`src/rtl/req_ack_mon_pkg.sv`:
```
// Shared types and constants for the req/ack handshake monitor.
// Error bit positions are fixed so software and benches can decode err_pulse/err_sticky.
package req_ack_mon_pkg;

    typedef enum logic {
        IDLE = 1'b0,
        WAIT = 1'b1
    } state_t;

    localparam int NERR          = 6;
    localparam int ERR_SPURIOUS  = 0;
    localparam int ERR_EARLY     = 1;
    localparam int ERR_TIMEOUT   = 2;
    localparam int ERR_OVERLAP   = 3;
    localparam int ERR_REQ_WIDTH = 4;
    localparam int ERR_ACK_WIDTH = 5;

    // Width needed to hold a latency count of 0..max_lat.
    function automatic int calc_lat_w(input int max_lat);
        return (max_lat < 1) ? 1 : $clog2(max_lat + 1);
    endfunction

endpackage

```
`src/rtl/req_ack_chan_mon.sv`:
```
// One monitored req/ack channel: edge detect, handshake FSM with latency counter,
// registered done/error pulses, sticky flags and a saturating error counter.
module req_ack_chan_mon
    import req_ack_mon_pkg::*;
#(
    parameter int MIN_LAT = 1,
    parameter int MAX_LAT = 5,
    parameter int CNT_W   = 16,
    parameter int LAT_W   = 3
) (
    input  logic             clk,
    input  logic             rst,
    input  logic             req,
    input  logic             ack,
    input  logic             err_clr,
    output logic             done_vld,
    output logic [LAT_W-1:0] done_lat,
    output logic [NERR-1:0]  err_pulse,
    output logic [NERR-1:0]  err_sticky,
    output logic [CNT_W-1:0] err_cnt,
    output state_t           dbg_state
);

    localparam logic [LAT_W-1:0] MIN_L = LAT_W'(MIN_LAT);
    localparam logic [LAT_W-1:0] MAX_L = LAT_W'(MAX_LAT);
    localparam logic [LAT_W-1:0] ONE_L = LAT_W'(1);

    logic req_q, req_qq, ack_q, ack_qq;
    logic req_rise, ack_rise;

    state_t           state, state_n;
    logic [LAT_W-1:0] lat, lat_n;
    logic             done_n;
    logic [LAT_W-1:0] done_lat_n;
    logic [NERR-1:0]  err_n;

    assign req_rise  = req & ~req_q;
    assign ack_rise  = ack & ~ack_q;
    assign dbg_state = state;

    always_comb begin
        state_n    = state;
        lat_n      = lat;
        done_n     = 1'b0;
        done_lat_n = '0;
        err_n      = '0;
        case (state)
            IDLE: begin
                // Same-cycle req+ack is latency 0, so the ack is spurious.
                if (ack_rise) err_n[ERR_SPURIOUS] = 1'b1;
                if (req_rise) begin
                    state_n = WAIT;
                    lat_n   = ONE_L;
                end
            end
            WAIT: begin
                if (ack_rise) begin
                    if (lat < MIN_L) begin
                        err_n[ERR_EARLY] = 1'b1;
                    end else begin
                        done_n     = 1'b1;
                        done_lat_n = lat;
                    end
                    state_n = req_rise ? WAIT : IDLE;
                    lat_n   = req_rise ? ONE_L : '0;
                end else if (req_rise) begin
                    // A new req restarts timing, even on the last legal cycle.
                    err_n[ERR_OVERLAP] = 1'b1;
                    lat_n              = ONE_L;
                end else if (lat == MAX_L) begin
                    err_n[ERR_TIMEOUT] = 1'b1;
                    state_n            = IDLE;
                    lat_n              = '0;
                end else begin
                    lat_n = lat + ONE_L;
                end
            end
            default: begin
                state_n = IDLE;
                lat_n   = '0;
            end
        endcase
        err_n[ERR_REQ_WIDTH] = req & req_q & ~req_qq;
        err_n[ERR_ACK_WIDTH] = ack & ack_q & ~ack_qq;
    end

    always_ff @(posedge clk) begin
        if (rst) begin
            req_q      <= 1'b0;
            req_qq     <= 1'b0;
            ack_q      <= 1'b0;
            ack_qq     <= 1'b0;
            state      <= IDLE;
            lat        <= '0;
            done_vld   <= 1'b0;
            done_lat   <= '0;
            err_pulse  <= '0;
            err_sticky <= '0;
            err_cnt    <= '0;
        end else begin
            req_q     <= req;
            req_qq    <= req_q;
            ack_q     <= ack;
            ack_qq    <= ack_q;
            state     <= state_n;
            lat       <= lat_n;
            done_vld  <= done_n;
            done_lat  <= done_lat_n;
            err_pulse <= err_n;
            if (err_clr) begin
                err_sticky <= '0;
                err_cnt    <= '0;
            end else begin
                err_sticky <= err_sticky | err_n;
                if ((|err_n) && (err_cnt != {CNT_W{1'b1}})) err_cnt <= err_cnt + CNT_W'(1);
            end
        end
    end

endmodule

```
`src/rtl/req_ack_mon.sv`:
```
// Passive multi-channel req/ack handshake monitor: NUM_CH independent channel
// monitors with flattened outputs and a global sticky-error summary.
module req_ack_mon
    import req_ack_mon_pkg::*;
#(
    parameter int NUM_CH  = 4,
    parameter int MIN_LAT = 1,
    parameter int MAX_LAT = 5,
    parameter int CNT_W   = 16,
    localparam int LAT_W  = calc_lat_w(MAX_LAT)
) (
    input  logic                     clk,
    input  logic                     rst,
    input  logic [NUM_CH-1:0]        req,
    input  logic [NUM_CH-1:0]        ack,
    input  logic                     err_clr,
    output logic [NUM_CH-1:0]        done_vld,
    output logic [NUM_CH*LAT_W-1:0]  done_lat,
    output logic [NUM_CH*NERR-1:0]   err_pulse,
    output logic [NUM_CH*NERR-1:0]   err_sticky,
    output logic [NUM_CH*CNT_W-1:0]  err_cnt,
    output logic                     err_any,
    output logic [NUM_CH-1:0]        dbg_state
);

    if (NUM_CH < 1) begin : g_bad_num_ch
        $error("req_ack_mon: NUM_CH must be >= 1");
    end
    if (MIN_LAT < 1) begin : g_bad_min_lat
        $error("req_ack_mon: MIN_LAT must be >= 1");
    end
    if (MAX_LAT < MIN_LAT) begin : g_bad_max_lat
        $error("req_ack_mon: MAX_LAT must be >= MIN_LAT");
    end

    for (genvar c = 0; c < NUM_CH; c++) begin : g_ch
        state_t st;

        req_ack_chan_mon #(
            .MIN_LAT (MIN_LAT),
            .MAX_LAT (MAX_LAT),
            .CNT_W   (CNT_W),
            .LAT_W   (LAT_W)
        ) u_chan (
            .clk        (clk),
            .rst        (rst),
            .req        (req[c]),
            .ack        (ack[c]),
            .err_clr    (err_clr),
            .done_vld   (done_vld[c]),
            .done_lat   (done_lat[c*LAT_W +: LAT_W]),
            .err_pulse  (err_pulse[c*NERR +: NERR]),
            .err_sticky (err_sticky[c*NERR +: NERR]),
            .err_cnt    (err_cnt[c*CNT_W +: CNT_W]),
            .dbg_state  (st)
        );

        // 1 while the channel has an open transaction.
        assign dbg_state[c] = (st == WAIT);
    end

    assign err_any = |err_sticky;

endmodule

```
`config.mk`:
```
export PLATFORM = sky130hd
export DESIGN_NAME = req_ack_mon
export DESIGN_NICKNAME = d
export VERILOG_FILES = /design/src/rtl/req_ack_mon_pkg.sv /design/src/rtl/req_ack_chan_mon.sv /design/src/rtl/req_ack_mon.sv
export SDC_FILE = /design/constraint.sdc
export NUM_CORES = 1
export LEC_CHECK = 0
export CAP_MARGIN = 20
export CORE_MARGIN = 2
export CORE_UTILIZATION = 46
export CTS_CLUSTER_SIZE = 10
export DETAILED_ROUTE_END_ITERATION = 16
export HOLD_SLACK_MARGIN = 0.03
export PLACE_DENSITY = 0.74
export SYNTH_ARGS = -nofsm -noshare
export SYNTH_HDL_FRONTEND = slang
export SYNTH_SLANG_ARGS = --single-unit
```
`constraint.sdc`:
```
create_clock -name clk -period 1.88 [get_ports clk]
set_input_delay 0.282 -clock clk [delete_from_list [all_inputs] [get_ports clk]]
set_output_delay 0.282 -clock clk [all_outputs]
set_load 0.01 [all_outputs]
```
; ---- Yosys cells after proc, flatten, opt, wreduce, memory -nomap -nowiden
; Index checks and enable logic that the tools add are counted.
[totals]
register_bits = 160
latchBits = 0
ramBits = 0
rom_bits = 0
inputBits = 11
wordCells = 218
memories = 0
[classes]
addsub = 8
mul = 0
div_mod_pow = 0
magnitude_cmp = 4
n_eq_ne = 12
n_shift = 0
mux = 80
n_bitwise = 52
n_reduce_logical = 18
[ops]
columns = cell, count
row1 = $add 16x1->16 const B, 4
row2 = $ne 16x16->1 const B, 4
row3 = $mux 3, 20
row4 = $mux 1, 48
row5 = $and 1x1->1, 24
row6 = $not 1->1, 24
row7 = $or 6x6->6, 4
row8 = $pmux 3 s2, 4
row9 = $reduce_or 24->1, 1
row10 = $reduce_or 6->1, 4
row11 = $reduce_or 4->1, 4
row12 = $add 3x1->3 const B, 4
row13 = $eq 3x3->1 const B, 4
row14 = $lt 3x1->1 const B, 4
row15 = $reduce_or 3->1, 4
row16 = $mux 2, 4
row17 = $ne 2x1->1 const B, 4
row18 = $pmux 1 s2, 4
row19 = $logic_and 1x1->1, 4
row20 = $reduce_or 2->1, 1

; ---- Depth between registers and ports, before layout
; Gate-level depths: netlist of run 1.
[logic_depth]
ltp_word = 7
depth_mapped = 8

; ---- Hierarchy
; From an unflattened synthesis of run 1, not the netlist that was laid out.
[unflattened]
hier_cells = 760
area_unflattened_um2 = 6857.8
[modules_own_cells]
columns = mod, n_inst, cells_per_inst, area_each_um2
row1 = req_ack_chan_mon, 4, 187, 1694.1
row2 = req_ack_mon, 1, 12, 81.3

; ---- Worst setup path before layout of run 1
; No wires, ideal clock.
[synth_path]
kind = reg-to-reg
startpoint = register g_ch[2].u_chan.err_cnt[0]
endpoint = register g_ch[2].u_chan.err_cnt[14]
setup_ns = 0.070
arrival_ns = 1.969
required_time_ns = 1.810
slack_ns = -0.159
stages_incl_launch_ff = 7
period_less_slack_ns = 2.039
path_cell_list = dfxtp_1 > ha_1 > nand4_1 > or2_1 > or4_1 > or3_1 > a21oi_1
[synth_between]
elab_chain_cells = 2
elab_cells_between_ends = 3
cone_classes = add/sub: 1 / eq/ne: 1 / reduce/logical: 1
[synth_lines]
columns = element, line_no
row1 = from (decl), req_ack_chan_mon.sv:20  ; output logic [CNT_W-1:0] err_cnt,
row2 = from (signal assigned), req_ack_chan_mon.sv:115  ; if ((|err_n) && (err_cnt != {CNT_W{1'b1}})) err_cnt <= err_cnt + CNT_W'(1);
row3 = branches (longest 2 deep; another with $add 16x1->16), --
; Parallel ways; which one is timed is not known.
; A chain may end at the register's enable or synchronous reset.

; ---- Worst setup path after layout of run 1
[layout_path]
startpoint = register g_ch[2].u_chan.err_cnt[1]
endpoint = register g_ch[2].u_chan.err_cnt[8]
; The elaborated chain is that of the path after synthesis.

==> run_summary.xml, run 1 <==
<?xml version="1.0" encoding="UTF-8"?>
<metrics>
  <group name="finish">
    <metric name="drive_above_1_share" unit="%">24.2</metric>
    <metric name="finalCoreUtilization" unit="%">72.2</metric>
    <metric name="diodes" unit="">0</metric>
    <metric name="most_frequent_standard_cell_in_the_layout_excluding_fill_and_tap_cells" unit="">sky130_fd_sc_hd__clkdlybuf4s50_1</metric>
    <metric name="final_net_count" unit="">1019</metric>
    <metric name="area_growth_syn_to_layout" unit="%">51.7</metric>
    <metric name="n_fill_cell" unit="">1055</metric>
    <metric name="layout.cells.most_common_list" unit="">sky130_fd_sc_hd__clkdlybuf4s50_1 (140), sky130_fd_sc_hd__dfxtp_1 (138), sky130_fd_sc_hd__buf_4 (122)</metric>
  </group>
  <group name="critical_path">
    <metric name="cp-start-kind" unit="">register</metric>
    <metric name="worst-path-stages" unit="">7</metric>
    <metric name="cp.buffers_inverters" unit="">2</metric>
    <metric name="critical_path.endpoint_type" unit="">register</metric>
    <metric name="worst_case_reg_to_reg_path_depth" unit="">7</metric>
    <metric name="critical_path.max_stage_delay" unit="ns">0.51</metric>
    <metric name="worst-endpoint-required" unit="ns">2.23</metric>
    <metric name="cp.arrival" unit="ns">2.27</metric>
    <metric name="timing.critical_path.fanout_max" unit="">3</metric>
    <metric name="cp_common_cell" unit="">sky130_fd_sc_hd__buf_4</metric>
    <metric name="critical_path.top_delay_family" unit="">simple AND/OR/NAND/NOR gates</metric>
    <metric name="cp_cell_sequence" unit="">ha_4, nand4_1, or2_1, buf_4, buf_4, or4_1, a21oi_1</metric>
    <metric name="timing.setup.critical_path_class" unit="">reg -&gt; reg</metric>
    <metric name="timing.critical_path.slowest_stage_cell" unit="">sky130_fd_sc_hd__or4_1</metric>
  </group>
  <group name="power_and_ir_drop">
    <metric name="reported_leakage_power" unit="nW">3.67</metric>
    <metric name="finalPower" unit="mW">8.14</metric>
    <metric name="ir_drop" unit="V">0.000609</metric>
    <metric name="power_per_cell_area" unit="nW/um^2">807</metric>
  </group>
  <group name="clock_network">
    <metric name="tritoncts.num_buffers" unit="">17</metric>
    <metric name="cts_sinks" unit="">160</metric>
    <metric name="clk_pin_slew" unit="ns">0.06</metric>
    <metric name="post_cts_hold_buffer_count" unit="">0</metric>
    <metric name="cts_tree" unit="">done</metric>
    <metric name="cts-htree-levels" unit="">4</metric>
    <metric name="clock_latency_late_sink" unit="ns">0.42</metric>
    <metric name="clockRootBuffer" unit="">sky130_fd_sc_hd__clkbuf_16</metric>
    <metric name="max-clock-path-buffers" unit="">2</metric>
  </group>
  <group name="floorplan">
    <metric name="die_h" unit="um">124</metric>
    <metric name="die-area" unit="um^2">15400</metric>
    <metric name="core_region_area" unit="um^2">14000</metric>
    <metric name="i_o_pins" unit="">144</metric>
    <metric name="die_w" unit="um">124</metric>
    <metric name="rows" unit="">43</metric>
    <metric name="start_util" unit="%">47.6</metric>
  </group>
  <group name="run_status">
    <metric name="run_status" unit="">finished with violations</metric>
    <metric name="violations" unit="">negative setup slack</metric>
  </group>
  <group name="route">
    <metric name="drt-total-wl" unit="um">20100</metric>
    <metric name="drtPass1Iterations" unit="">5</metric>
    <metric name="initialDrtViolationCount" unit="">655</metric>
    <metric name="detail_route.drc_violations" unit="">0</metric>
    <metric name="ant_nets" unit="">0</metric>
    <metric name="route.detailed.wl_per_inst" unit="um">16.8</metric>
    <metric name="number_of_vias_after_detailed_routing" unit="">6850</metric>
    <metric name="vias_per_cell" unit="">5.72</metric>
  </group>
  <group name="synthesis">
    <metric name="syn_area" unit="um^2">6650</metric>
    <metric name="synth_sequential_area_ratio" unit="%">48.1</metric>
    <metric name="synth_fp_nets" unit="">771</metric>
    <metric name="yosysUniqueCellTypes" unit="">53</metric>
    <metric name="postSynthCellCount" unit="">756</metric>
    <metric name="synth-edff-count" unit="">0</metric>
    <metric name="asyncSetResetFlopFracSynth" unit="%">0</metric>
    <metric name="count_of_synthesis_stage_warnings_from_yosys" unit="">0</metric>
    <metric name="synth.avg_cell_area" unit="um^2">8.80</metric>
    <metric name="synthFlopType" unit="">sky130_fd_sc_hd__dfxtp_1</metric>
    <metric name="yosys_register_bits" unit="">160</metric>
  </group>
  <group name="hold_path">
    <metric name="hold_path.class" unit="">in -&gt; reg</metric>
    <metric name="hold-path-cell-count" unit="">3</metric>
  </group>
  <group name="global_routing">
    <metric name="grt_start_max_net_pins" unit="">56</metric>
    <metric name="first_global_vias" unit="">6522</metric>
    <metric name="grt_overflow_total" unit="">0</metric>
    <metric name="first_pass_grt_wire_length" unit="um">31000</metric>
    <metric name="antenna_violations_before_repair" unit="">0</metric>
    <metric name="globalRouteTotalUtil" unit="%">24.0</metric>
  </group>
  <group name="run">
    <metric name="timing.max_cap.violations" unit="">0</metric>
  </group>
  <group name="timing">
    <metric name="post-route-min-period" unit="ns">1.91</metric>
    <metric name="finalSetupViolCount" unit="">3</metric>
    <metric name="fin_skew" unit="ns">0.00730</metric>
    <metric name="clock.fmax" unit="MHz">522</metric>
    <metric name="final_max_slew_viol_count" unit="">0</metric>
    <metric name="hold-worst-slack" unit="ns">0.334</metric>
    <metric name="timing.setup.tns" unit="ns">-0.0758</metric>
    <metric name="hold_viol_final" unit="">0</metric>
    <metric name="max-slew-margin-rel" unit="%">62.5</metric>
    <metric name="timing.final.crit_share" unit="%">102</metric>
    <metric name="timing_worst_slew_pin_value" unit="ns">0.563</metric>
    <metric name="final.setup.worst_slack" unit="ns">-0.0349</metric>
    <metric name="grt_setup_unrepaired" unit="">yes</metric>
  </group>
  <group name="placed_design">
    <metric name="gp_congestion" unit="">0.930</metric>
    <metric name="dpl_wire_length" unit="um">13200</metric>
    <metric name="portBuffers" unit="">143</metric>
  </group>
</metrics>
-- flip-flops by register name, summed over array words and instances (netlist names) --
| register | count |
|---|---|
| g_ch.u_chan.dbg_state | 4 |
| g_ch.u_chan.err_pulse | 24 |
| g_ch.u_chan.err_sticky | 24 |
| g_ch.u_chan.done_vld | 4 |
| g_ch.u_chan.req_q | 4 |
| g_ch.u_chan.err_cnt | 64 |
| g_ch.u_chan.req_qq | 4 |
| g_ch.u_chan.lat | 12 |
| g_ch.u_chan.ack_qq | 4 |
| g_ch.u_chan.ack_q | 4 |
| g_ch.u_chan.done_lat | 12 |
-- what timing repair did --
action                     in CTS  in global routing
cloned                          2                  3
setup endpoints to repair      15                 48
setup buffers                   3                 10
pin swaps                       5                 28
gates resized for setup        14                 74
-- kinds of logic after synthesis --
family          count (synthesis)  synth area share (%)
xor+xnor                        1                 0.132
compound gates                171                  15.7
mux                             5                 0.752
flops                         160                  48.1
buf+inv                        58                  4.18
simple gates                  357                  30.3
fa+ha+maj                       4                 0.752
-- worst min-delay path: cells and delay by family --
kind                   cells  cell delay [ns]
AND/OR/NAND/NOR            1             0.12
buffers and inverters      2             0.30
-- layout make-up --
type / count / area (um^2) / area share [%]
clock buffers: 20 / 457 / 4.52
clock inverters: 12 / 206 / 2.05
inverters: 14 / 52.6 / 0.521
multi-input cells: 542 / 3510 / 34.8
flip-flops and latches: 160 / 3240 / 32.1
well taps: 180 / 225 / 2.23
repair buffers: 269 / 2400 / 23.7
-- report_power, final --
part / internal (mW) / total, mW / leakage [nW] / switching [mW]
clock network: 2.44 / 3.84 / 0.326 / 1.40
registers: 3.46 / 3.51 / 1.31 / 0.0572
logic: 0.375 / 0.788 / 2.04 / 0.413
-- per-layer routing --
layer,routed length [um],global-route usage (%)
met1,8440,28.7
met2,9930,40.9
met3,1240,6.44
met4,450,9.65
met5,0,0
-- final timing paths --
check,from,to,slack (ns)
worst min-delay path,rst,g_ch[3].u_chan.lat[0]$_SDFFE_PP0P_,0.33
worst max-delay path,g_ch[2].u_chan.err_cnt[1]$_SDFFE_PP0P_,g_ch[2].u_chan.err_cnt[8]$_SDFFE_PP0P_,-0.03
worst min register to register,g_ch[3].u_chan.err_sticky[4]$_SDFF_PP0_,g_ch[3].u_chan.err_sticky[4]$_SDFF_PP0_,0.48
worst max register to register,g_ch[2].u_chan.err_cnt[1]$_SDFFE_PP0P_,g_ch[2].u_chan.err_cnt[8]$_SDFFE_PP0P_,-0.03
-- cell usage after synthesis (2+ instances only) --
cell type / n / area (um^2)
sky130_fd_sc_hd__nor4_1: 16 / 100
sky130_fd_sc_hd__nand4b_1: 2 / 17.5
sky130_fd_sc_hd__nor3_1: 28 / 140
sky130_fd_sc_hd__o21a_1: 3 / 22.5
sky130_fd_sc_hd__clkbuf_1: 21 / 78.8
sky130_fd_sc_hd__and3_1: 13 / 81.3
sky130_fd_sc_hd__nor2_1: 64 / 240
sky130_fd_sc_hd__buf_6: 2 / 22.5
sky130_fd_sc_hd__a41oi_1: 2 / 17.5
sky130_fd_sc_hd__and2b_1: 2 / 15.0
sky130_fd_sc_hd__buf_1: 3 / 11.3
sky130_fd_sc_hd__and2_1: 12 / 75.1
sky130_fd_sc_hd__or2_2: 4 / 25.0
sky130_fd_sc_hd__nor2b_1: 24 / 150
sky130_fd_sc_hd__a31oi_1: 11 / 68.8
sky130_fd_sc_hd__nand4_1: 22 / 138
sky130_fd_sc_hd__buf_4: 9 / 67.6
sky130_fd_sc_hd__nor3_2: 2 / 20.0
sky130_fd_sc_hd__nand2b_1: 8 / 50.1
sky130_fd_sc_hd__and4_1: 6 / 52.6
sky130_fd_sc_hd__buf_2: 9 / 45.0
sky130_fd_sc_hd__nand3b_1: 6 / 45.0
sky130_fd_sc_hd__o31ai_1: 26 / 195
sky130_fd_sc_hd__nand3_1: 33 / 165
sky130_fd_sc_hd__mux2i_1: 5 / 50.1
sky130_fd_sc_hd__dfxtp_1: 160 / 3200
sky130_fd_sc_hd__a21o_1: 2 / 15.0
sky130_fd_sc_hd__a32oi_1: 5 / 43.8
sky130_fd_sc_hd__ha_1: 4 / 50.1
sky130_fd_sc_hd__a21oi_1: 72 / 360
sky130_fd_sc_hd__a41o_1: 3 / 30.0
sky130_fd_sc_hd__o21ai_0: 32 / 160
sky130_fd_sc_hd__inv_1: 14 / 52.6
sky130_fd_sc_hd__o211ai_1: 5 / 37.5
sky130_fd_sc_hd__or4_1: 31 / 233
sky130_fd_sc_hd__or3_1: 29 / 181
sky130_fd_sc_hd__nand2_1: 40 / 150
sky130_fd_sc_hd__a211oi_1: 2 / 15.0
sky130_fd_sc_hd__and3b_1: 10 / 87.6
-- per-stage QoR --
step | area, um^2 | instances | setup WS (ns)
after floorplan | 6680 | 756 | -0.0000466
after global placement | 8980 | 1148 | -0.297
after detailed placement | 8980 | 1148 | -0.379
after CTS | 9720 | 1185 | -0.0261
after global routing | 10100 | 1197 | -0.107
final | 10100 | 1197 | -0.0349
No activity file was read; power rests on OpenSTA's default activity.
==> run 2: changes to the inputs <==
- CORE_ASPECT_RATIO: not set -> 2
- CORE_UTILIZATION: 46 -> 47
- CTS_BUF_LIST: not set -> sky130_fd_sc_hd__clkbuf_8
- PLACE_DENSITY: 0.74 -> 0.76
==> run_summary.xml, run 2 (synthesized netlist as in run 1, its figures left out) <==
<?xml version="1.0" encoding="UTF-8"?>
<metrics>
  <group name="power_and_ir_drop">
    <metric name="combinationalPowerShare" unit="%">10.7</metric>
    <metric name="p_seq_share" unit="%">51.1</metric>
    <metric name="p_int" unit="mW">5.14</metric>
    <metric name="reported_leakage_power" unit="nW">3.53</metric>
    <metric name="finalPower" unit="mW">6.87</metric>
    <metric name="power_per_cell_area" unit="nW/um^2">706</metric>
    <metric name="net_sw_power" unit="mW">1.72</metric>
    <metric name="clkPwrFrac" unit="%">38.2</metric>
    <metric name="ir_drop" unit="V">0.000573</metric>
    <metric name="switching_share" unit="%">25.1</metric>
  </group>
  <group name="finish">
    <metric name="drive_above_1_share" unit="%">21.2</metric>
    <metric name="final_net_count" unit="">1020</metric>
    <metric name="seqCellArea" unit="um^2">3230</metric>
    <metric name="biggestRegsByFlops" unit="">g_ch.u_chan.err_cnt (64), g_ch.u_chan.err_pulse (24), g_ch.u_chan.err_sticky (24)</metric>
    <metric name="diodes" unit="">0</metric>
    <metric name="layout.cell_area.non_filler" unit="um^2">9730</metric>
    <metric name="area_growth_syn_to_layout" unit="%">46.3</metric>
    <metric name="largest_register_ff_count" unit="">64</metric>
    <metric name="multiInputGateArea" unit="um^2">3360</metric>
    <metric name="most_frequent_standard_cell_in_the_layout_excluding_fill_and_tap_cells" unit="">sky130_fd_sc_hd__dfxtp_1</metric>
    <metric name="layout.cells.most_common_list" unit="">sky130_fd_sc_hd__dfxtp_1 (145), sky130_fd_sc_hd__clkdlybuf4s50_1 (140), sky130_fd_sc_hd__buf_4 (123)</metric>
    <metric name="registers.top_by_ff_count" unit="">g_ch.u_chan.err_cnt</metric>
    <metric name="n_fill_cell" unit="">1120</metric>
  </group>
  <group name="placed_design">
    <metric name="portBuffers" unit="">143</metric>
    <metric name="place_area" unit="um^2">9110</metric>
    <metric name="pre_cts_slack" unit="ns">-0.326</metric>
    <metric name="gp_congestion" unit="">0.914</metric>
    <metric name="dpl_wire_length" unit="um">14000</metric>
  </group>
  <group name="run_status">
    <metric name="violations" unit="">negative setup slack</metric>
    <metric name="run_status" unit="">finished with violations</metric>
  </group>
  <group name="clock_network">
    <metric name="post_cts_hold_buffer_count" unit="">0</metric>
    <metric name="cts-htree-levels" unit="">4</metric>
    <metric name="cts_sinks" unit="">160</metric>
    <metric name="cts_tree" unit="">done</metric>
    <metric name="clockRootBuffer" unit="">sky130_fd_sc_hd__clkbuf_8</metric>
    <metric name="tritoncts.num_buffers" unit="">17</metric>
    <metric name="max-clock-path-buffers" unit="">2</metric>
    <metric name="clock_latency_late_sink" unit="ns">0.44</metric>
    <metric name="clk_pin_slew" unit="ns">0.09</metric>
  </group>
  <group name="route">
    <metric name="initialDrtViolationCount" unit="">397</metric>
    <metric name="number_of_vias_after_detailed_routing" unit="">6870</metric>
    <metric name="vias_per_cell" unit="">5.69</metric>
    <metric name="detail_route.drc_violations" unit="">0</metric>
    <metric name="drt-total-wl" unit="um">19600</metric>
    <metric name="ant_nets" unit="">0</metric>
    <metric name="drtPass1Iterations" unit="">5</metric>
    <metric name="route.detailed.wl_per_inst" unit="um">16.2</metric>
  </group>
  <group name="global_routing">
    <metric name="grt_overflow_total" unit="">0</metric>
    <metric name="first_pass_grt_wire_length" unit="um">30900</metric>
    <metric name="globalRouteTotalUtil" unit="%">25.5</metric>
    <metric name="first_global_vias" unit="">6664</metric>
    <metric name="antenna_violations_before_repair" unit="">0</metric>
    <metric name="grt_start_max_net_pins" unit="">56</metric>
  </group>
  <group name="floorplan">
    <metric name="core_region_area" unit="um^2">13900</metric>
    <metric name="rows" unit="">61</metric>
    <metric name="i_o_pins" unit="">144</metric>
    <metric name="die-area" unit="um^2">15200</metric>
    <metric name="die_h" unit="um">172</metric>
    <metric name="die_w" unit="um">88.1</metric>
    <metric name="start_util" unit="%">47.9</metric>
  </group>
  <group name="critical_path">
    <metric name="worst-endpoint-required" unit="ns">2.26</metric>
    <metric name="rr_startpoint" unit="">g_ch[2].u_chan.err_cnt[1]$_SDFFE_PP0P_</metric>
    <metric name="cp-startpoint" unit="">g_ch[2].u_chan.err_cnt[1]$_SDFFE_PP0P_</metric>
    <metric name="cp-start-kind" unit="">register</metric>
    <metric name="critical_path.endpoint_type" unit="">register</metric>
    <metric name="cp.arrival" unit="ns">2.29</metric>
    <metric name="timing.setup.critical_path_class" unit="">reg -&gt; reg</metric>
    <metric name="worst_case_reg_to_reg_path_depth" unit="">6</metric>
    <metric name="worst_reg2reg_endpoint" unit="">g_ch[2].u_chan.err_cnt[14]$_SDFFE_PP0P_</metric>
    <metric name="critical_path.endpoint" unit="">g_ch[2].u_chan.err_cnt[14]$_SDFFE_PP0P_</metric>
    <metric name="worst-r2r-setup-slack" unit="ns">-0.03</metric>
    <metric name="timing.critical_path.fanout_max" unit="">4</metric>
  </group>
  <group name="run">
    <metric name="timing.max_cap.violations" unit="">0</metric>
  </group>
  <group name="timing">
    <metric name="final.setup.worst_slack" unit="ns">-0.0276</metric>
    <metric name="max-slew-margin-rel" unit="%">63.3</metric>
    <metric name="timing_worst_slew_pin_value" unit="ns">0.550</metric>
    <metric name="hold_viol_final" unit="">0</metric>
    <metric name="post-route-min-period" unit="ns">1.91</metric>
    <metric name="clock.fmax" unit="MHz">524</metric>
    <metric name="timing.final.crit_share" unit="%">101</metric>
    <metric name="grt_setup_unrepaired" unit="">yes</metric>
    <metric name="final_max_slew_viol_count" unit="">0</metric>
    <metric name="fin_skew" unit="ns">0.0139</metric>
    <metric name="finalSetupViolCount" unit="">1</metric>
  </group>
  <group name="hold_path">
    <metric name="hold_path.class" unit="">in -&gt; reg</metric>
  </group>
</metrics>
run 2: final cells by class:
type | count | area share (%)
Multi-Input combinational cell | 540 | 34.5
Clock buffer | 18 | 2.55
Timing Repair Buffer | 272 | 25.1
Inverter | 14 | 0.540
Tap cell | 189 | 2.43
Sequential cell | 160 | 33.2
Clock inverter | 14 | 1.70
run 2: per-layer routing:
layer  GRT usage (%)  routed length, um
met1            26.6               7140
met4            12.2                674
met3            4.77                893
met5               0                  0
met2            47.5              10900
run 2: what timing repair did:
item,in CTS,in global routing
endpoints found under the setup margin,15,49
pin swaps,5,15
gates resized for setup,14,35
gates cloned,1,2
setup buffers,1,2
run 2: power groups by stage:
stage	Sequential [mW]	Clock (mW)	Combinational (mW)
2_1_floorplan	3.59	0	0.336
3_3_place_gp	3.58	0	0.681
3_5_place_dp	3.58	0	0.692
4_1_cts	3.51	2.67	0.707
5_1_grt	3.52	2.81	0.799
6_report	3.51	2.62	0.737
run 2: worst min path at each step:
stage / start / to / cells after the start
2_1_floorplan: ack[0] / g_ch[0].u_chan.ack_q$_SDFF_PP0_ / 1
3_3_place_gp: g_ch[3].u_chan.err_sticky[4]$_SDFF_PP0_ / g_ch[3].u_chan.err_sticky[4]$_SDFF_PP0_ / 2
3_5_place_dp: g_ch[3].u_chan.err_sticky[4]$_SDFF_PP0_ / g_ch[3].u_chan.err_sticky[4]$_SDFF_PP0_ / 2
4_1_cts: rst / g_ch[3].u_chan.err_cnt[11]$_SDFFE_PP0P_ / 3
5_1_grt: rst / g_ch[3].u_chan.err_cnt[11]$_SDFFE_PP0P_ / 3
6_report: rst / g_ch[3].u_chan.err_cnt[11]$_SDFFE_PP0P_ / 3
run 2: critical path, cell delays in order (launching register included):
cell and delay (ns):
sky130_fd_sc_hd__dfxtp_4 0.36, sky130_fd_sc_hd__ha_4 0.13, sky130_fd_sc_hd__nand4_1 0.14, sky130_fd_sc_hd__or2_1 0.29, sky130_fd_sc_hd__or4_4 0.49, sky130_fd_sc_hd__or3_4 0.34, sky130_fd_sc_hd__a21oi_2 0.11
run 2: metrics by stage:
stage	hold WS [ns]	setup TNS [ns]	cells	utilization [%]
final	0.285	-0.0276	1207	70.1
after global routing	0.303	-0.700	1207	70.1
after CTS	0.264	-0.0318	1204	69.0
after detailed placement	0.467	-12.75	1170	65.6
after global placement	0.455	-9.99	1170	65.6
after floorplan	0.410	-0.0000466	756	-
==> run 3: changes to the inputs <==
- ABC_AREA: not set -> 1
- CORE_UTILIZATION: 47 -> 49
- PLACE_DENSITY: 0.76 -> 0.77
==> run_summary.xml, run 3 <==
<?xml version="1.0" encoding="UTF-8"?>
<metrics>
  <group name="finish">
    <metric name="drive_above_1_share" unit="%">14.1</metric>
    <metric name="most_frequent_standard_cell_in_the_layout_excluding_fill_and_tap_cells" unit="">sky130_fd_sc_hd__nand2_1</metric>
    <metric name="area_growth_syn_to_layout" unit="%">32.4</metric>
    <metric name="layout.cell_area.non_filler" unit="um^2">9820</metric>
    <metric name="largest_register_ff_count" unit="">64</metric>
    <metric name="final_cells" unit="">1431</metric>
    <metric name="n_fill_cell" unit="">1366</metric>
    <metric name="biggestRegsByFlops" unit="">g_ch.u_chan.err_cnt (64), g_ch.u_chan.err_pulse (24), g_ch.u_chan.err_sticky (24)</metric>
    <metric name="registers.top_by_ff_count" unit="">g_ch.u_chan.err_cnt</metric>
    <metric name="final_net_count" unit="">1238</metric>
    <metric name="layout.cells.most_common_list" unit="">sky130_fd_sc_hd__nand2_1 (216), sky130_fd_sc_hd__nor2_1 (185), sky130_fd_sc_hd__dfxtp_1 (152)</metric>
    <metric name="diodes" unit="">0</metric>
  </group>
  <group name="placed_design">
    <metric name="pre_cts_slack" unit="ns">-0.0251</metric>
    <metric name="gp_congestion" unit="">0.883</metric>
    <metric name="place_area" unit="um^2">9360</metric>
    <metric name="dpl_wire_length" unit="um">15900</metric>
    <metric name="portBuffers" unit="">143</metric>
    <metric name="placedCellCount" unit="">1396</metric>
  </group>
  <group name="floorplan">
    <metric name="core_region_area" unit="um^2">14800</metric>
    <metric name="start_util" unit="%">50.0</metric>
    <metric name="die-area" unit="um^2">16200</metric>
    <metric name="rows" unit="">63</metric>
    <metric name="i_o_pins" unit="">144</metric>
    <metric name="die_w" unit="um">91.0</metric>
    <metric name="die_h" unit="um">178</metric>
  </group>
  <group name="timing">
    <metric name="max-slew-margin-rel" unit="%">65.6</metric>
    <metric name="final.setup.worst_slack" unit="ns">-0.0276</metric>
    <metric name="hold_viol_final" unit="">0</metric>
    <metric name="final_max_slew_viol_count" unit="">0</metric>
    <metric name="timing.final.crit_share" unit="%">101</metric>
    <metric name="grt_setup_unrepaired" unit="">yes</metric>
    <metric name="clock.fmax" unit="MHz">524</metric>
    <metric name="timing_worst_slew_pin_value" unit="ns">0.512</metric>
    <metric name="fin_skew" unit="ns">0.0136</metric>
    <metric name="timing.setup.tns" unit="ns">-0.0276</metric>
    <metric name="finalSetupViolCount" unit="">1</metric>
    <metric name="post-route-min-period" unit="ns">1.91</metric>
    <metric name="hold-worst-slack" unit="ns">0.282</metric>
  </group>
  <group name="critical_path">
    <metric name="timing.setup.critical_path_class" unit="">reg -&gt; out</metric>
    <metric name="worst_case_reg_to_reg_path_depth" unit="">10</metric>
    <metric name="worst-r2r-setup-slack" unit="ns">0.10</metric>
    <metric name="worst-endpoint-required" unit="ns">1.60</metric>
    <metric name="cp-startpoint" unit="">g_ch[3].u_chan.err_sticky[0]$_SDFF_PP0_</metric>
    <metric name="critical_path.endpoint_type" unit="">primary output</metric>
    <metric name="timing.critical_path.fanout_max" unit="">2</metric>
    <metric name="worst_reg2reg_endpoint" unit="">g_ch[2].u_chan.err_cnt[0]$_SDFFE_PP0P_</metric>
    <metric name="cp.arrival" unit="ns">1.63</metric>
    <metric name="critical_path.endpoint" unit="">err_any</metric>
    <metric name="rr_startpoint" unit="">g_ch[2].u_chan.err_cnt[1]$_SDFFE_PP0P_</metric>
    <metric name="cp-start-kind" unit="">register</metric>
  </group>
  <group name="synthesis">
    <metric name="postSynthCellCount" unit="">1033</metric>
    <metric name="yosys-top-cells-count" unit="">sky130_fd_sc_hd__nand2_1 (216), sky130_fd_sc_hd__nor2_1 (185), sky130_fd_sc_hd__dfxtp_1 (160)</metric>
    <metric name="yosys_register_bits" unit="">160</metric>
    <metric name="synthDominantAreaCellType" unit="">sky130_fd_sc_hd__dfxtp_1</metric>
    <metric name="count_of_synthesis_stage_warnings_from_yosys" unit="">0</metric>
    <metric name="asyncSetResetFlopFracSynth" unit="%">0</metric>
    <metric name="synth-edff-count" unit="">0</metric>
    <metric name="synth_fp_nets" unit="">1048</metric>
    <metric name="synth_sequential_area_ratio" unit="%">43.2</metric>
    <metric name="syn_area" unit="um^2">7420</metric>
    <metric name="yosysUniqueCellTypes" unit="">32</metric>
    <metric name="ys_top_cells_by_area" unit="">sky130_fd_sc_hd__dfxtp_1 (43%), sky130_fd_sc_hd__nand2_1 (11%), sky130_fd_sc_hd__nor2_1 (9.4%), sky130_fd_sc_hd__nand3_1 (6.4%), sky130_fd_sc_hd__inv_1 (5.1%)</metric>
    <metric name="synthFlopType" unit="">sky130_fd_sc_hd__dfxtp_1</metric>
    <metric name="synthMostInstantiatedCell" unit="">sky130_fd_sc_hd__nand2_1</metric>
    <metric name="synth.avg_cell_area" unit="um^2">7.18</metric>
    <metric name="area_share_of_the_largest_cell_type_after_synthesis" unit="%">43.2</metric>
  </group>
  <group name="route">
    <metric name="initialDrtViolationCount" unit="">287</metric>
    <metric name="detail_route.drc_violations" unit="">0</metric>
    <metric name="route.detailed.wl_per_inst" unit="um">14.5</metric>
    <metric name="number_of_vias_after_detailed_routing" unit="">7423</metric>
    <metric name="ant_nets" unit="">0</metric>
    <metric name="vias_per_cell" unit="">5.19</metric>
    <metric name="drtPass1Iterations" unit="">5</metric>
    <metric name="drt-total-wl" unit="um">20700</metric>
  </group>
  <group name="clock_network">
    <metric name="cts_tree" unit="">done</metric>
    <metric name="clock_latency_late_sink" unit="ns">0.46</metric>
    <metric name="cts_sinks" unit="">160</metric>
    <metric name="tritoncts.num_buffers" unit="">17</metric>
    <metric name="clk_pin_slew" unit="ns">0.09</metric>
    <metric name="cts-htree-levels" unit="">4</metric>
    <metric name="clockRootBuffer" unit="">sky130_fd_sc_hd__clkbuf_8</metric>
    <metric name="max-clock-path-buffers" unit="">2</metric>
  </group>
  <group name="hold_path">
    <metric name="hold_path.class" unit="">in -&gt; reg</metric>
  </group>
  <group name="power_and_ir_drop">
    <metric name="power_per_cell_area" unit="nW/um^2">695</metric>
    <metric name="reported_leakage_power" unit="nW">3.71</metric>
    <metric name="ir_drop" unit="V">0.000453</metric>
  </group>
  <group name="global_routing">
    <metric name="grt_overflow_total" unit="">0</metric>
    <metric name="globalRouteTotalUtil" unit="%">25.7</metric>
    <metric name="first_pass_grt_wire_length" unit="um">32900</metric>
    <metric name="grt_start_max_net_pins" unit="">58</metric>
    <metric name="antenna_violations_before_repair" unit="">0</metric>
    <metric name="first_global_vias" unit="">7099</metric>
  </group>
  <group name="run">
    <metric name="timing.max_cap.violations" unit="">0</metric>
  </group>
  <group name="run_status">
    <metric name="run_status" unit="">finished with violations</metric>
    <metric name="violations" unit="">negative setup slack</metric>
  </group>
</metrics>
==> run 3: cell types whose count changed after synthesis, sizes merged, moves of 14 or more <==
cell / previous run / this run
xor2: 1 / 20
nand2: 40 / 241
inv: 14 / 107
o31ai: 26 / 0
nor3: 30 / 15
nor2: 64 / 196
nor2b: 24 / 0
or3: 29 / 0
or4: 31 / 0
and3: 14 / 0
nand3: 33 / 100
==> run 3: logic make-up after synthesis <==
family,Yosys count,synth area share (%)
adder cells (fa/ha/maj),4,0.675
AND/OR/NAND/NOR,583,35.4
flip-flops,160,43.2
buffers and inverters,142,8.42
AO/OA/AOI/OAI,116,9.04
XOR/XNOR,28,3.31
==> run 3: worst min path at each step <==
stage,depth (start not counted),to,slack (ns),startpoint
after floorplan,1,g_ch[2].u_chan.done_vld$_SDFF_PP0_,0.37,rst
after global placement,1,g_ch[2].u_chan.err_pulse[5]$_SDFF_PP0_,0.40,g_ch[2].u_chan.ack_qq$_SDFF_PP0_
after detailed placement,1,g_ch[2].u_chan.err_pulse[5]$_SDFF_PP0_,0.41,g_ch[2].u_chan.ack_qq$_SDFF_PP0_
after CTS,3,g_ch[0].u_chan.req_q$_SDFF_PP0_,0.26,rst
after global routing,3,g_ch[0].u_chan.err_pulse[0]$_SDFF_PP0_,0.28,rst
final,3,g_ch[0].u_chan.ack_qq$_SDFF_PP0_,0.28,rst
==> run 3: final cells by class <==
class	count	area (um^2)	share of cell area, %
Multi-Input combinational cell	731	3590	36.6
Timing Repair Buffer	206	1950	19.9
Clock buffer	18	248	2.52
Inverter	107	402	4.09
Sequential cell	160	3210	32.7
Tap cell	195	244	2.49
Clock inverter	14	165	1.68
==> run 3: metrics by stage <==
| stage | util [%] | power (mW) |
|---|---|---|
| floorplan | - | 3.98 |
| global placement | 63.2 | 4.25 |
| detailed placement | 63.2 | 4.26 |
| CTS | 66.2 | 6.89 |
| global route | 66.2 | 7.10 |
| finish | 66.2 | 6.82 |
==> run 3: repair_timing <==
item / 4_1_cts / 5_1_grt
setup endpoints to repair: 2 / 4
setup buffers: 2 / 1
resized for setup: 11 / 6
hold buffers: 0 / 0
pin swaps: 4 / 2
==> run 3: layer usage <==
| metal | track usage, % | wire length (um) | up-vias |
|---|---|---|---|
| met4 | 16.2 | 1140 | 0 |
| met5 | 0 | 0 | - |
| li1 | - | - | 3675 |
| met2 | 51.7 | 11900 | 245 |
| met1 | 22.8 | 6910 | 3432 |
| met3 | 4.31 | 801 | 71 |
==> run 3: critical path, stage by stage (launching register included) <==
cell and delay [ns]:
sky130_fd_sc_hd__dfxtp_2 0.33, sky130_fd_sc_hd__nor2_1 0.10, sky130_fd_sc_hd__nand3_1 0.10, sky130_fd_sc_hd__nor4_1 0.28, sky130_fd_sc_hd__buf_4 0.16, sky130_fd_sc_hd__nand3_2 0.07
sky130_fd_sc_hd__buf_6 0.14
==> run 3: power breakdown <==
group | internal [mW] | switching (mW)
Combinational | 0.276 | 0.405
Clock | 1.35 | 1.28
Sequential | 3.46 | 0.0582
